## config.mk

```make
export PLATFORM = sky130hd
export DESIGN_NAME = ram_queue_ctrl
export DESIGN_NICKNAME = d
export VERILOG_FILES = /design/src/rtl/ram_queue_ctrl.sv
export SDC_FILE = /design/constraint.sdc
export NUM_CORES = 1
export LEC_CHECK = 0
export ABC_AREA = 1
export CAP_MARGIN = 20
export CORE_ASPECT_RATIO = 1.2
export CORE_MARGIN = 4
export CORE_UTILIZATION = 41
export DETAILED_ROUTE_END_ITERATION = 8
export PLACE_DENSITY = 0.95
export SETUP_SLACK_MARGIN = 0.05
export SLEW_MARGIN = 40
export SYNTH_ARGS = -nofsm -noshare
export SYNTH_HDL_FRONTEND = slang
export SYNTH_SLANG_ARGS = --single-unit
```

## constraint.sdc

```tcl
create_clock -name clk -period 6.4 [get_ports clk]
set_input_delay 1.28 -clock clk [delete_from_list [all_inputs] [get_ports clk]]
set_output_delay 1.28 -clock clk [all_outputs]
set_load 0.005 [all_outputs]
```

## src/rtl/ram_queue_ctrl.sv

```systemverilog
// ram_queue_ctrl
// FIFO queue controller that keeps its entries in an external RAM.
// The RAM has a synchronous write port and an asynchronous read port.
// Entries occupy RAM addresses BASE_ADDR .. BASE_ADDR+RAM_DEPTH-1.
//
// Optional feature (define the macro to enable it):
//   RAM_QUEUE_BYPASS_EN - an enqueue into an empty queue while the consumer
//                         is ready passes straight through to o_deq_data in
//                         the same cycle. There is no RAM write, and the
//                         pointers and count do not change.
// The default build leaves the macro undefined. In that build an entry
// always passes through the RAM, and it appears at the dequeue side one
// cycle after it is written.

module ram_queue_ctrl #(
    parameter int DATA_WIDTH = 8,
    parameter int RAM_DEPTH  = 8,
    parameter int BASE_ADDR  = 0,
    parameter int ADDR_WIDTH = 8
) (
    input  logic                          clk,
    input  logic                          n_rst,
    input  logic                          i_flush,

    input  logic                          i_enq_valid,
    output logic                          o_enq_ready,
    input  logic [DATA_WIDTH-1:0]         i_enq_data,

    output logic                          o_deq_valid,
    input  logic                          i_deq_ready,
    output logic [DATA_WIDTH-1:0]         o_deq_data,

    output logic [$clog2(RAM_DEPTH):0]    o_count,

    output logic                          o_ram_wr_en,
    output logic [ADDR_WIDTH-1:0]         o_ram_wr_addr,
    output logic [DATA_WIDTH-1:0]         o_ram_data_in,

    output logic                          o_ram_rd_en,
    output logic [ADDR_WIDTH-1:0]         o_ram_rd_addr,
    input  logic [DATA_WIDTH-1:0]         i_ram_data_out
);

    // Pointers carry one extra wrap bit above the RAM index. This bit tells
    // "full" apart from "empty" when both indices are equal.
    localparam int IDX_W = $clog2(RAM_DEPTH);
    localparam int PTR_W = IDX_W + 1;

    localparam logic [ADDR_WIDTH-1:0] BASE_ADDR_C = ADDR_WIDTH'(BASE_ADDR);

    logic [PTR_W-1:0] headPtr_q, headPtr_d;
    logic [PTR_W-1:0] tailPtr_q, tailPtr_d;
    logic [PTR_W-1:0] count_q,   count_d;

    logic             queueEmpty;
    logic             queueFull;
    logic             enqFire;
    logic             deqFire;
    logic             bypassFire;
    logic [IDX_W-1:0] headIdx;
    logic [IDX_W-1:0] tailIdx;

    assign headIdx = headPtr_q[IDX_W-1:0];
    assign tailIdx = tailPtr_q[IDX_W-1:0];

    // Empty means the pointers are identical. Full means the indices match
    // but the pointers are one lap apart.
    assign queueEmpty = (headPtr_q == tailPtr_q);
    assign queueFull  = (headIdx == tailIdx) &&
                        (headPtr_q[PTR_W-1] != tailPtr_q[PTR_W-1]);

    // A pass-through applies only when nothing is stored yet and the
    // consumer takes the word immediately. A flush always takes priority.
`ifdef RAM_QUEUE_BYPASS_EN
    assign bypassFire = i_enq_valid && queueEmpty && i_deq_ready && !i_flush;
`else
    assign bypassFire = 1'b0;
`endif

    // Ready depends only on fullness. A dequeue in the same cycle never
    // makes room early, which keeps o_enq_ready free of combinational
    // paths from the consumer.
    assign o_enq_ready = !queueFull;

    // During a flush, both handshakes are ignored, and so is a pass-through,
    // which would otherwise hide the word from the RAM.
    assign enqFire = i_enq_valid && !queueFull && !i_flush && !bypassFire;
    assign deqFire = !queueEmpty && i_deq_ready && !i_flush;

    // Write port. The address always stays inside the entry window because
    // only the index bits are added to the base.
    assign o_ram_wr_en   = enqFire;
    assign o_ram_wr_addr = BASE_ADDR_C + ADDR_WIDTH'(tailIdx);
    assign o_ram_data_in = i_enq_data;

    // The read port continuously looks at the head entry. The RAM reads
    // asynchronously, so the head word is visible in the same cycle.
    assign o_ram_rd_en   = !queueEmpty;
    assign o_ram_rd_addr = BASE_ADDR_C + ADDR_WIDTH'(headIdx);

    // The dequeue side shows the head entry, or the incoming word when it
    // is passing straight through.
    assign o_deq_valid = !queueEmpty || bypassFire;
    assign o_deq_data  = bypassFire ? i_enq_data : i_ram_data_out;

    assign o_count = count_q;

    // Next-state pointer and occupancy logic. A flush clears everything.
    // Otherwise each pointer moves independently, and the count follows
    // the net change.
    always_comb begin
        headPtr_d = headPtr_q;
        tailPtr_d = tailPtr_q;
        count_d   = count_q;
        if (i_flush) begin
            headPtr_d = '0;
            tailPtr_d = '0;
            count_d   = '0;
        end else begin
            if (enqFire) begin
                tailPtr_d = tailPtr_q + PTR_W'(1);
            end
            if (deqFire) begin
                headPtr_d = headPtr_q + PTR_W'(1);
            end
            case ({enqFire, deqFire})
                2'b10:   count_d = count_q + PTR_W'(1);
                2'b01:   count_d = count_q - PTR_W'(1);
                default: count_d = count_q;
            endcase
        end
    end

    // State registers. Reset drops all queued entries but leaves the RAM
    // untouched. The stale words are never read back, because the queue
    // restarts empty.
    always_ff @(posedge clk or negedge n_rst) begin
        if (!n_rst) begin
            headPtr_q <= '0;
            tailPtr_q <= '0;
            count_q   <= '0;
        end else begin
            headPtr_q <= headPtr_d;
            tailPtr_q <= tailPtr_d;
            count_q   <= count_d;
        end
    end

endmodule

```

==> metrics.sh, run 1 <==
POWER.INTERNAL_uW=151
DETAILROUTE.VIA_COUNT=779
ROWS=20
WIRE_PER_INST_UM=11.6
POWER_FRAC_COMB=0.385
GRT.OVERFLOW.TOTAL=0
HOLD_VIO_CNT_FINAL=0
OUTCOME='finished clean'
NETLIST.AREA_LEADER.SHARE=0.279
STATIC-LEAKAGE-POWER_nW=0.564
DR.FIRST_ITER.DRC_COUNT=12
SYNTH_AREA_LEADERS='sky130_fd_sc_hd__dfrtp_1 28%, sky130_fd_sc_hd__buf_4 23%, sky130_fd_sc_hd__nand2_1 10%, sky130_fd_sc_hd__nand2_4 5.2%, sky130_fd_sc_hd__ha_1 4.7%'
CLKPWRFRAC=0.196
SYNTHESIS.AREA_PER_INSTANCE_UM2=7.96
DIE_HEIGHT_UM=64.1
GRT_ANTENNA_BEFORE_REPAIR=0
SW_FRAC_OF_TOTAL=0.350
CP_MAX_FO=5
DRT-PASS1-ITER-COUNT=4
CPMAXSTAGEDELAYCELL='sky130_fd_sc_hd__clkdlybuf4s50_1'
RELSLEWSLACK=0.624
ANTENNA-DIODE-COUNT=0
POST-DP-HPWL_UM=1550
SYNTHTOPCELLSBYCOUNT='33 x sky130_fd_sc_hd__buf_4, 30 x sky130_fd_sc_hd__nand2_1, 12 x sky130_fd_sc_hd__dfrtp_1'
CRITICAL_PATH_CELL_BY_CELL='clkdlybuf4s50_1 -> nand2_8 -> nor2_1 -> clkdlybuf4s50_1'
AREA_GROWTH_PCT=2.79
SETUP.WORST_PATH.CLASS='primary input to output pin'
CLK-INSERTION-DELAY-LATE_NS=0.27
WIRE_LENGTH_OF_THE_FIRST_GLOBAL_ROUTING_PASS_UM=3250
SYNTHCELLS=135
POWER_SWITCHING_uW=80.9
LAYOUT-DRIVE-GT1-SHARE=0.167
CORE-AREA_UM2=2530
YS_DOMINANT_REG_CELL='sky130_fd_sc_hd__dfrtp_1'
FIN_CRIT_NS=3.91
CELLPOWERDENSITY_nW_PER_UM2=210
NUM-FILL-CELLS=254
SYNTH_SEQUENTIAL_AREA_RATIO=0.279
CRITICAL-PATH-TOP-DELAY-FAMILY='buffers and inverters'
NUMPORTBUFFERS=18
YS_FF_LATCH=12
HOLD_CLASS='register to register'
CLK_ROOT_BUFFER_CELL='sky130_fd_sc_hd__clkbuf_4'
HOLDBUFCOUNTCTS=0
RSZ0062_AT_GRT='no'
CELL_SEEN_MOST_OFTEN_AMONG_CRITICAL_PATH_STAGES='sky130_fd_sc_hd__clkdlybuf4s50_1'
FMAX_MHz=255
SYNTH_ASYNC_SR_FLOP_SHARE=1.00
DIE_X_UM=54.7
WORST_EP_ARRIVAL_TIME_NS=2.63
YOSYS.CELL_COUNT.TOP_TYPE='sky130_fd_sc_hd__buf_4'
REPORT.FINAL.SETUP_VIOL=0
FINALCOREUTILIZATION=0.437
FP.DIEAREA_UM2=3510
POSTROUTEANTENNANETS=0
GRT_PASS1_VIAS=776
HOLD_SLACK_NS=0.531
POWER.SEQUENTIAL.FRACTION=0.419
NETLIST_AREA_UM2=1070
MAX-CLOCK-PATH-BUFFERS=2
POSTCTSSETUPBUFFERS=0
CTS_INSERTED_BUFFERS=3
MAX_CAP_VIOL_COUNT=0
CLKSINKCOUNT=12
CLK_TRANSITION_REPORTED_PATHS_NS=0.07
FIN_SKEW_NS=0.00102
WORST_EP_REQUIRED_TIME_NS=5.12
TIGHTEST_SLEW_NS=0.563
FIN_SETUP_TNS_NS=0
FINALCRITPERIODSHARE=0.612
START_UTIL=0.425
CRITPATHCAPTURETYPE='output pin'
CRITICAL-PATH-MAX-STAGE-DELAY_NS=0.57
GP_CONGESTION=0.780
DRT-VIAS-PER-INSTANCE=4.72
REPORT.FINAL.SLEW_VIOL_COUNT=0
CTS_TREE='built'
DRT_DRC_VIOLATIONS_LEFT=0
YS_TYPES=21
FINAL_NETS=160
SYNTH_ENABLE_FLOP_CELLS=0
GRT_START_MAX_NET_PINS=13
ROUTE.FINAL.WIRE_LENGTH_UM=1910
CP-START-KIND='primary input'
TIMING.CRITICAL_PATH.BUF_INV=2
H-TREE-DEPTH=1
NUMBER_OF_INSTANCES_RESIZED_DURING_POST_CTS_REPAIR=0
YS_WARN_COUNT=0
SYNTH_AREA_LEADER_CELL='sky130_fd_sc_hd__dfrtp_1'
IO-PIN-COUNT=61
GLOBAL_ROUTE.USAGE.TOTAL=0.124
IR_DROP_uV=101
RRSETUPSLACK_NS=4.00
==> layout make-up <==
class | instances | area, um2 | area share
Sequential cell | 12 | 300 | 0.272
Timing Repair Buffer | 18 | 180 | 0.163
Multi-Input combinational cell | 86 | 507 | 0.459
Tap cell | 33 | 41.3 | 0.0374
Inverter | 13 | 53.8 | 0.0487
Clock buffer | 3 | 22.5 | 0.0204
==> worst reg2reg max path, delay by kind of cell (launching register included) <==
family          cells  cell delay (ns)
fa+ha+maj           1             0.28
compound gates      1             0.13
flops               1             0.44
simple gates       12             0.95
buf+inv             3             0.30
xor+xnor            1             0.18
==> registers in the layout (all words and copies together), names as in the netlist <==
signal     cells
headPtr_q      4
o_count        4
tailPtr_q      4
==> cell usage in the layout, fill, tap and decap left out, types with 5 or more instances in the layout <==
master / Yosys / routed
sky130_fd_sc_hd__nand2_1: 30 / 30
sky130_fd_sc_hd__clkdlybuf4s50_1: 0 / 18
sky130_fd_sc_hd__o21ai_0: 6 / 6
sky130_fd_sc_hd__dfrtp_1: 12 / 12
sky130_fd_sc_hd__conb_1: 1 / 10
sky130_fd_sc_hd__inv_1: 7 / 7
sky130_fd_sc_hd__nand2_4: 5 / 5
sky130_fd_sc_hd__nand3_1: 9 / 9
==> power groups by stage <==
| stage | clock (mW) | sequential, mW | combinational [mW] |
|---|---|---|---|
| floorplan | 0 | 0.0966 | 0.0676 |
| global placement | 0 | 0.0981 | 0.0875 |
| detailed placement | 0 | 0.0982 | 0.0896 |
| CTS | 0.0460 | 0.0970 | 0.0902 |
| global route | 0.0492 | 0.0987 | 0.101 |
| finish | 0.0455 | 0.0970 | 0.0890 |
==> kinds of logic after synthesis <==
kind of cell / count (synthesis) / share of synthesized area
buffers and inverters: 46 / 0.281
adders and majority gates: 5 / 0.0652
xor gates and xnor gates: 2 / 0.0163
DFF: 12 / 0.279
AOI/OAI and AO/OA: 11 / 0.0512
other: 1 / 0.00349
and+or+nand+nor: 58 / 0.304
==> final timing paths <==
kind,depth (start not counted),startpoint,endpoint
worst max-delay path,4,i_enq_valid,o_ram_wr_en
worst min-delay path,2,o_count[2]$_DFFE_PN0P_,o_count[2]$_DFFE_PN0P_
worst max register to register,18,headPtr_q[0]$_DFFE_PN0P_,o_count[3]$_DFFE_PN0P_
worst min register to register,2,o_count[2]$_DFFE_PN0P_,o_count[2]$_DFFE_PN0P_
max in group asynchronous,1,n_rst,o_count[3]$_DFFE_PN0P_
min in group asynchronous,1,n_rst,tailPtr_q[2]$_DFFE_PN0P_
==> per-stage QoR <==
step	setup slack (ns)	instance area, um2	cells	total power, mW
CTS	2.47	1100	165	0.233
floorplan	3.62	1110	144	0.164
finish	2.49	1100	165	0.232
global placement	2.48	1080	162	0.186
detailed placement	2.48	1080	162	0.188
global route	2.44	1100	165	0.249
==> per-layer routing <==
layer	track usage	part of all wire	routed length [um]
met1	0.138	0.38	722
met2	0.210	0.51	966
met3	0.0350	0.10	190
met5	0	0	0
met4	0.0498	0.014	26
No activity file was read; power rests on OpenSTA's default activity.
==> run 2: changes to the inputs <==
- CORE_UTILIZATION: 41 -> 38
- PLACE_DENSITY: 0.95 -> 0.91
- clock period: 6.4 -> 3.94 ns (I/O delays scaled with it)
==> metrics.sh, run 2 (synthesized netlist as in run 1, its figures left out) <==
POSTLAYOUTCELLAREA_UM2=1120
H-TREE-DEPTH=1
CRITICAL_PATH_CELL_BY_CELL='clkdlybuf4s50_1 -> nand2_8 -> nor2_1 -> clkdlybuf4s50_1'
DETAILEDPLACE.WORSTSLACK_NS=0.984
RRSETUPSLACK_NS=1.58
REPORT.FINAL.SETUP_VIOL=0
POSTCTSSETUPBUFFERS=0
NUMPORTBUFFERS=18
TIMING.CRITICAL_PATH.BUF_INV=2
SETUP_WS_NS=0.999
FIN_SETUP_TNS_NS=0
DIE_X_UM=56.6
CP-START-KIND='primary input'
CELLPOWERDENSITY_nW_PER_UM2=356
POWER_SWITCHING_uW=133
PLACED_CELLS_INCL_TAPS=162
SETUP.WORST_PATH.CLASS='primary input to output pin'
NUM-FILL-CELLS=271
POWER.INTERNAL_uW=265
LAYOUT.CELLS.NON_FILLER=166
CPMAXSTAGEDELAYCELL='sky130_fd_sc_hd__clkdlybuf4s50_1'
POWER_FRAC_COMB=0.357
FIN_SKEW_NS=0.000434
FINALCOREUTILIZATION=0.426
RSZ0062_AT_GRT='no'
GLOBAL_ROUTE.USAGE.TOTAL=0.104
DR.FIRST_ITER.DRC_COUNT=6
NUMBER_OF_INSTANCES_RESIZED_DURING_POST_CTS_REPAIR=0
HOLDBUFCOUNTCTS=0
DETAILROUTE.VIA_COUNT=749
AREA_GROWTH_PCT=4.07
LAYOUT-DRIVE-GT1-SHARE=0.173
HOLD_DEPTH=2
TIMING.RR.END='o_count[3]$_DFFE_PN0P_'
ROUTE.MET2.WL_UM=864
FINAL_NETS=160
DRT-VIAS-PER-INSTANCE=4.51
FINALCRITPERIODSHARE=0.747
POSTROUTEANTENNANETS=0
GRT.OVERFLOW.TOTAL=0
FIN_CRIT_NS=2.94
CELL_SEEN_MOST_OFTEN_AMONG_CRITICAL_PATH_STAGES='sky130_fd_sc_hd__clkdlybuf4s50_1'
HIGHEST_LAYER='met4'
HOLDPATHEND='o_count[2]$_DFFE_PN0P_'
FP.DIEAREA_UM2=3750
DIE_HEIGHT_UM=66.3
DRT-PASS1-ITER-COUNT=4
MAX-CLOCK-PATH-BUFFERS=2
GRT_ANTENNA_BEFORE_REPAIR=0
WIRE_LENGTH_OF_THE_FIRST_GLOBAL_ROUTING_PASS_UM=3000
IR_DROP_uV=249
WORST_EP_REQUIRED_TIME_NS=3.15
FMAX_MHz=340
MET1WIRELENGTH_UM=716
CORE-AREA_UM2=2630
WIRE_PER_INST_UM=10.6
OUTCOME='finished clean'
RELSLEWSLACK=0.627
TIGHTEST_SLEW_NS=0.557
CTS_INSERTED_BUFFERS=3
R2R-START='headPtr_q[0]$_DFFE_PN0P_'
START_UTIL=0.409
CRITICAL-PATH-TOP-DELAY-FAMILY='buffers and inverters'
CLK-INSERTION-DELAY-LATE_NS=0.27
STATIC-LEAKAGE-POWER_nW=0.571
CLK_ROOT_BUFFER_CELL='sky130_fd_sc_hd__clkbuf_4'
GRT_PASS1_VIAS=689
HOLD_CLASS='register to register'
WORST_EP_ARRIVAL_TIME_NS=2.15
HOLD_VIO_CNT_FINAL=0
MAX_CAP_VIOL_COUNT=0
ROUTE.FINAL.WIRE_LENGTH_UM=1760
START_POINT_OF_THE_WORST_HOLD_PATH='o_count[2]$_DFFE_PN0P_'
MOST-COMMON-LAYOUT-CELLS='30 x sky130_fd_sc_hd__nand2_1, 18 x sky130_fd_sc_hd__clkdlybuf4s50_1, 12 x sky130_fd_sc_hd__dfrtp_1, 10 x sky130_fd_sc_hd__conb_1, 9 x sky130_fd_sc_hd__nand3_1'
CLKSINKCOUNT=12
MET3ROUTEDLENGTH_UM=147
CLKPWRFRAC=0.248
CP_MAX_FO=5
ANTENNA-DIODE-COUNT=0
CTS_TREE='built'
CRITICAL-PATH-MAX-STAGE-DELAY_NS=0.56
GRT_START_MAX_NET_PINS=13
DETAILED_PLACE.AREA_UM2=1080
POST-DP-HPWL_UM=1450
IO-PIN-COUNT=61
CRITPATHCAPTURETYPE='output pin'
POWER.SEQUENTIAL.FRACTION=0.395
FINAL_COMMON_CELL='sky130_fd_sc_hd__nand2_1'
DRT_DRC_VIOLATIONS_LEFT=0
REPORT.FINAL.SLEW_VIOL_COUNT=0
CLK_TRANSITION_REPORTED_PATHS_NS=0.08
SW_FRAC_OF_TOTAL=0.334
ROWS=20
WORSTREGTOREGCELLS=18
GP_CONGESTION=0.792
run 2: changes by cell type in the layout (fill, tap and decap cells not counted):
cell | previous run | this run
sky130_fd_sc_hd__clkbuf_8 | 0 | 1
run 2: worst max path at each step:
stage               cells past startpoint                     end  slack [ns]                startpoint
global placement                        4             o_ram_wr_en        0.99               i_enq_valid
detailed placement                      4             o_ram_wr_en        0.98               i_enq_valid
CTS                                     4             o_ram_wr_en        0.98               i_enq_valid
floorplan                              18  o_count[3]$_DFFE_PN0P_        1.82  tailPtr_q[0]$_DFFE_PN0P_
finish                                  4             o_ram_wr_en         1.0               i_enq_valid
global route                            4             o_ram_wr_en        0.95               i_enq_valid
run 2: stage by stage:
stage / power [mW] / hold slack (ns)
after detailed placement: 0.304 / 0.503
after global routing: 0.434 / 0.562
final: 0.398 / 0.521
after CTS: 0.405 / 0.526
after floorplan: 0.267 / 0.492
after global placement: 0.301 / 0.502
run 2: per-layer routing:
layer / global-route usage / vias to the layer above
met5: 0 / -
met4: 0.0682 / 0
met3: 0.0254 / 4
met2: 0.169 / 33
met1: 0.120 / 336
li1: - / 376
run 2: worst register-to-register path: cells and delay by family, from the launching register on:
kind / cells / cell delay [ns]
simple gates: 12 / 0.93
fa+ha+maj: 1 / 0.28
compound gates: 1 / 0.14
flops: 1 / 0.44
xor+xnor: 1 / 0.16
buf+inv: 3 / 0.29
run 2: final cells by class:
| class | count | area [um2] | area share |
|---|---|---|---|
| tap | 33 | 41.3 | 0.0369 |
| multi-input combinational | 86 | 507 | 0.453 |
| clock buffer | 4 | 36.3 | 0.0324 |
| sequential | 12 | 300 | 0.268 |
| inverter | 13 | 53.8 | 0.0481 |
| timing repair buffer | 18 | 180 | 0.161 |
run 2: power groups by stage:
| stage | Clock [mW] | Sequential (mW) | Combinational [mW] |
|---|---|---|---|
| 2_1_floorplan | 0 | 0.157 | 0.110 |
| 3_3_place_gp | 0 | 0.159 | 0.142 |
| 3_5_place_dp | 0 | 0.160 | 0.145 |
| 4_1_cts | 0.102 | 0.158 | 0.145 |
| 5_1_grt | 0.113 | 0.160 | 0.161 |
| 6_report | 0.0986 | 0.158 | 0.142 |
==> run 3: changes to the inputs <==
- clock period: 3.94 -> 2.95 ns (I/O delays scaled with it)
==> metrics.sh, run 3 (synthesized netlist as in run 1, its figures left out) <==
GRT_PASS1_VIAS=724
POST-DP-HPWL_UM=1490
CELLPOWERDENSITY_nW_PER_UM2=478
GRTUSAGEMET1=0.124
FINAL_NETS=160
CLK_TRANSITION_REPORTED_PATHS_NS=0.08
CP_MAX_FO=5
START_UTIL=0.409
ROUTE.FINAL.WIRE_LENGTH_UM=1840
FIN_SKEW_NS=0.000327
DIE_HEIGHT_UM=66.3
MOST-COMMON-LAYOUT-CELLS='30 x sky130_fd_sc_hd__nand2_1, 18 x sky130_fd_sc_hd__clkdlybuf4s50_1, 12 x sky130_fd_sc_hd__dfrtp_1, 10 x sky130_fd_sc_hd__conb_1, 9 x sky130_fd_sc_hd__nand3_1'
SETUP.WORST_PATH.CLASS='primary input to output pin'
AREA_GROWTH_PCT=4.07
CLK-INSERTION-DELAY-LATE_NS=0.27
REPORT.FINAL.SLEW_VIOL_COUNT=0
HOLDBUFCOUNTCTS=0
CRITICAL_PATH_CELL_BY_CELL='clkdlybuf4s50_1 -> nand2_8 -> nor2_1 -> clkdlybuf4s50_1'
OUTCOME='finished clean'
DRT_DRC_VIOLATIONS_LEFT=0
CLK_ROOT_BUFFER_CELL='sky130_fd_sc_hd__clkbuf_4'
CRITICAL-PATH-TOP-DELAY-FAMILY='buffers and inverters'
LAYOUT-DRIVE-GT1-SHARE=0.173
FINAL_COMMON_CELL='sky130_fd_sc_hd__nand2_1'
WIRE_PER_INST_UM=11.1
H-TREE-DEPTH=1
CORE-AREA_UM2=2630
NUMBER_OF_INSTANCES_RESIZED_DURING_POST_CTS_REPAIR=0
DR.FIRST_ITER.DRC_COUNT=8
GRT_ANTENNA_BEFORE_REPAIR=0
CRITPATHCAPTURETYPE='output pin'
WORST_EP_ARRIVAL_TIME_NS=1.96
CTS_TREE='built'
RRSETUPSLACK_NS=0.62
MAX_CAP_VIOL_COUNT=0
LAYOUT.CELLS.NON_FILLER=166
POSTROUTEANTENNANETS=0
POSTLAYOUTCELLAREA_UM2=1120
REPORT.FINAL.SETUP_VIOL=0
FIN_SETUP_TNS_NS=0
PLACED_CELLS_INCL_TAPS=162
GROUTE.LAYER.MET3.USAGE=0.0215
IR_DROP_uV=306
DETAILEDPLACE.WORSTSLACK_NS=0.333
HOLD_CLASS='register to register'
CTS_INSERTED_BUFFERS=3
RELSLEWSLACK=0.619
ROWS=20
CLKSINKCOUNT=12
ANTENNA-DIODE-COUNT=0
TIMING.CRITICAL_PATH.BUF_INV=2
STATIC-LEAKAGE-POWER_nW=0.571
DIE_X_UM=56.6
GLOBAL_ROUTE.USAGE.TOTAL=0.107
CPMAXSTAGEDELAYCELL='sky130_fd_sc_hd__clkdlybuf4s50_1'
FMAX_MHz=392
TIGHTEST_SLEW_NS=0.570
GP_CONGESTION=0.785
CRITICAL-PATH-MAX-STAGE-DELAY_NS=0.56
FINALCRITPERIODSHARE=0.864
NUMPORTBUFFERS=18
SETUP_WS_NS=0.401
GLOBAL_ROUTE.USAGE.MET2=0.176
GRT_START_MAX_NET_PINS=13
CP-START-KIND='primary input'
DETAILROUTE.VIA_COUNT=755
DETAILED_PLACE.AREA_UM2=1080
GRT.OVERFLOW.TOTAL=0
DRT-VIAS-PER-INSTANCE=4.55
GRT_MOST_USED_LAYER='met2'
CELL_SEEN_MOST_OFTEN_AMONG_CRITICAL_PATH_STAGES='sky130_fd_sc_hd__clkdlybuf4s50_1'
HOLD_VIO_CNT_FINAL=0
FIN_CRIT_NS=2.55
POSTCTSSETUPBUFFERS=0
WORST_EP_REQUIRED_TIME_NS=2.36
IO-PIN-COUNT=61
DRT-PASS1-ITER-COUNT=4
RSZ0062_AT_GRT='no'
MAX-CLOCK-PATH-BUFFERS=2
FP.DIEAREA_UM2=3750
WIRE_LENGTH_OF_THE_FIRST_GLOBAL_ROUTING_PASS_UM=3100
## run 3: cell counts in the layout (fill, tap and decap cells not counted)
Identical to the previous run, type by type.
## run 3: final cells by class
class | instances | area (um2)
Clock buffer | 4 | 36.3
Sequential cell | 12 | 300
Timing Repair Buffer | 18 | 180
Tap cell | 33 | 41.3
Inverter | 13 | 53.8
Fill cell | 269 | 1510
Multi-Input combinational cell | 86 | 507
## run 3: final timing paths
path / startpoint / to / depth (start not counted)
worst max-delay path: i_enq_valid / o_ram_wr_en / 4
worst min-delay path: o_count[3]$_DFFE_PN0P_ / o_count[3]$_DFFE_PN0P_ / 2
worst max register to register: headPtr_q[0]$_DFFE_PN0P_ / o_count[3]$_DFFE_PN0P_ / 18
worst min register to register: o_count[3]$_DFFE_PN0P_ / o_count[3]$_DFFE_PN0P_ / 2
max in group asynchronous: n_rst / headPtr_q[3]$_DFFE_PN0P_ / 1
min in group asynchronous: n_rst / o_count[3]$_DFFE_PN0P_ / 1
## run 3: metal layers
metal | part of all wire | vias to the layer above
met4 | 0.020 | 0
met1 | 0.41 | 343
li1 | - | 377
met3 | 0.084 | 4
met5 | 0 | -
met2 | 0.48 | 31
## run 3: worst min-delay path: stages, from the launching register on
cell	delay, ns
sky130_fd_sc_hd__dfrtp_1	0.38
sky130_fd_sc_hd__nand2_1	0.06
sky130_fd_sc_hd__nand2_1	0.06
## run 3: per-stage QoR
| stage | hold slack [ns] | util | total power [mW] |
|---|---|---|---|
| after floorplan | 0.294 | - | 0.356 |
| after global placement | 0.505 | 0.412 | 0.402 |
| after global routing | 0.565 | 0.426 | 0.576 |
| after detailed placement | 0.518 | 0.412 | 0.408 |
| after CTS | 0.539 | 0.426 | 0.543 |
| final | 0.533 | 0.426 | 0.535 |
## run 3: power breakdown
| group | total [mW] | switching [mW] | internal (mW) |
|---|---|---|---|
| registers | 0.210 | 0.0261 | 0.184 |
| clock network | 0.132 | 0.0567 | 0.0750 |
| logic | 0.193 | 0.0974 | 0.0953 |
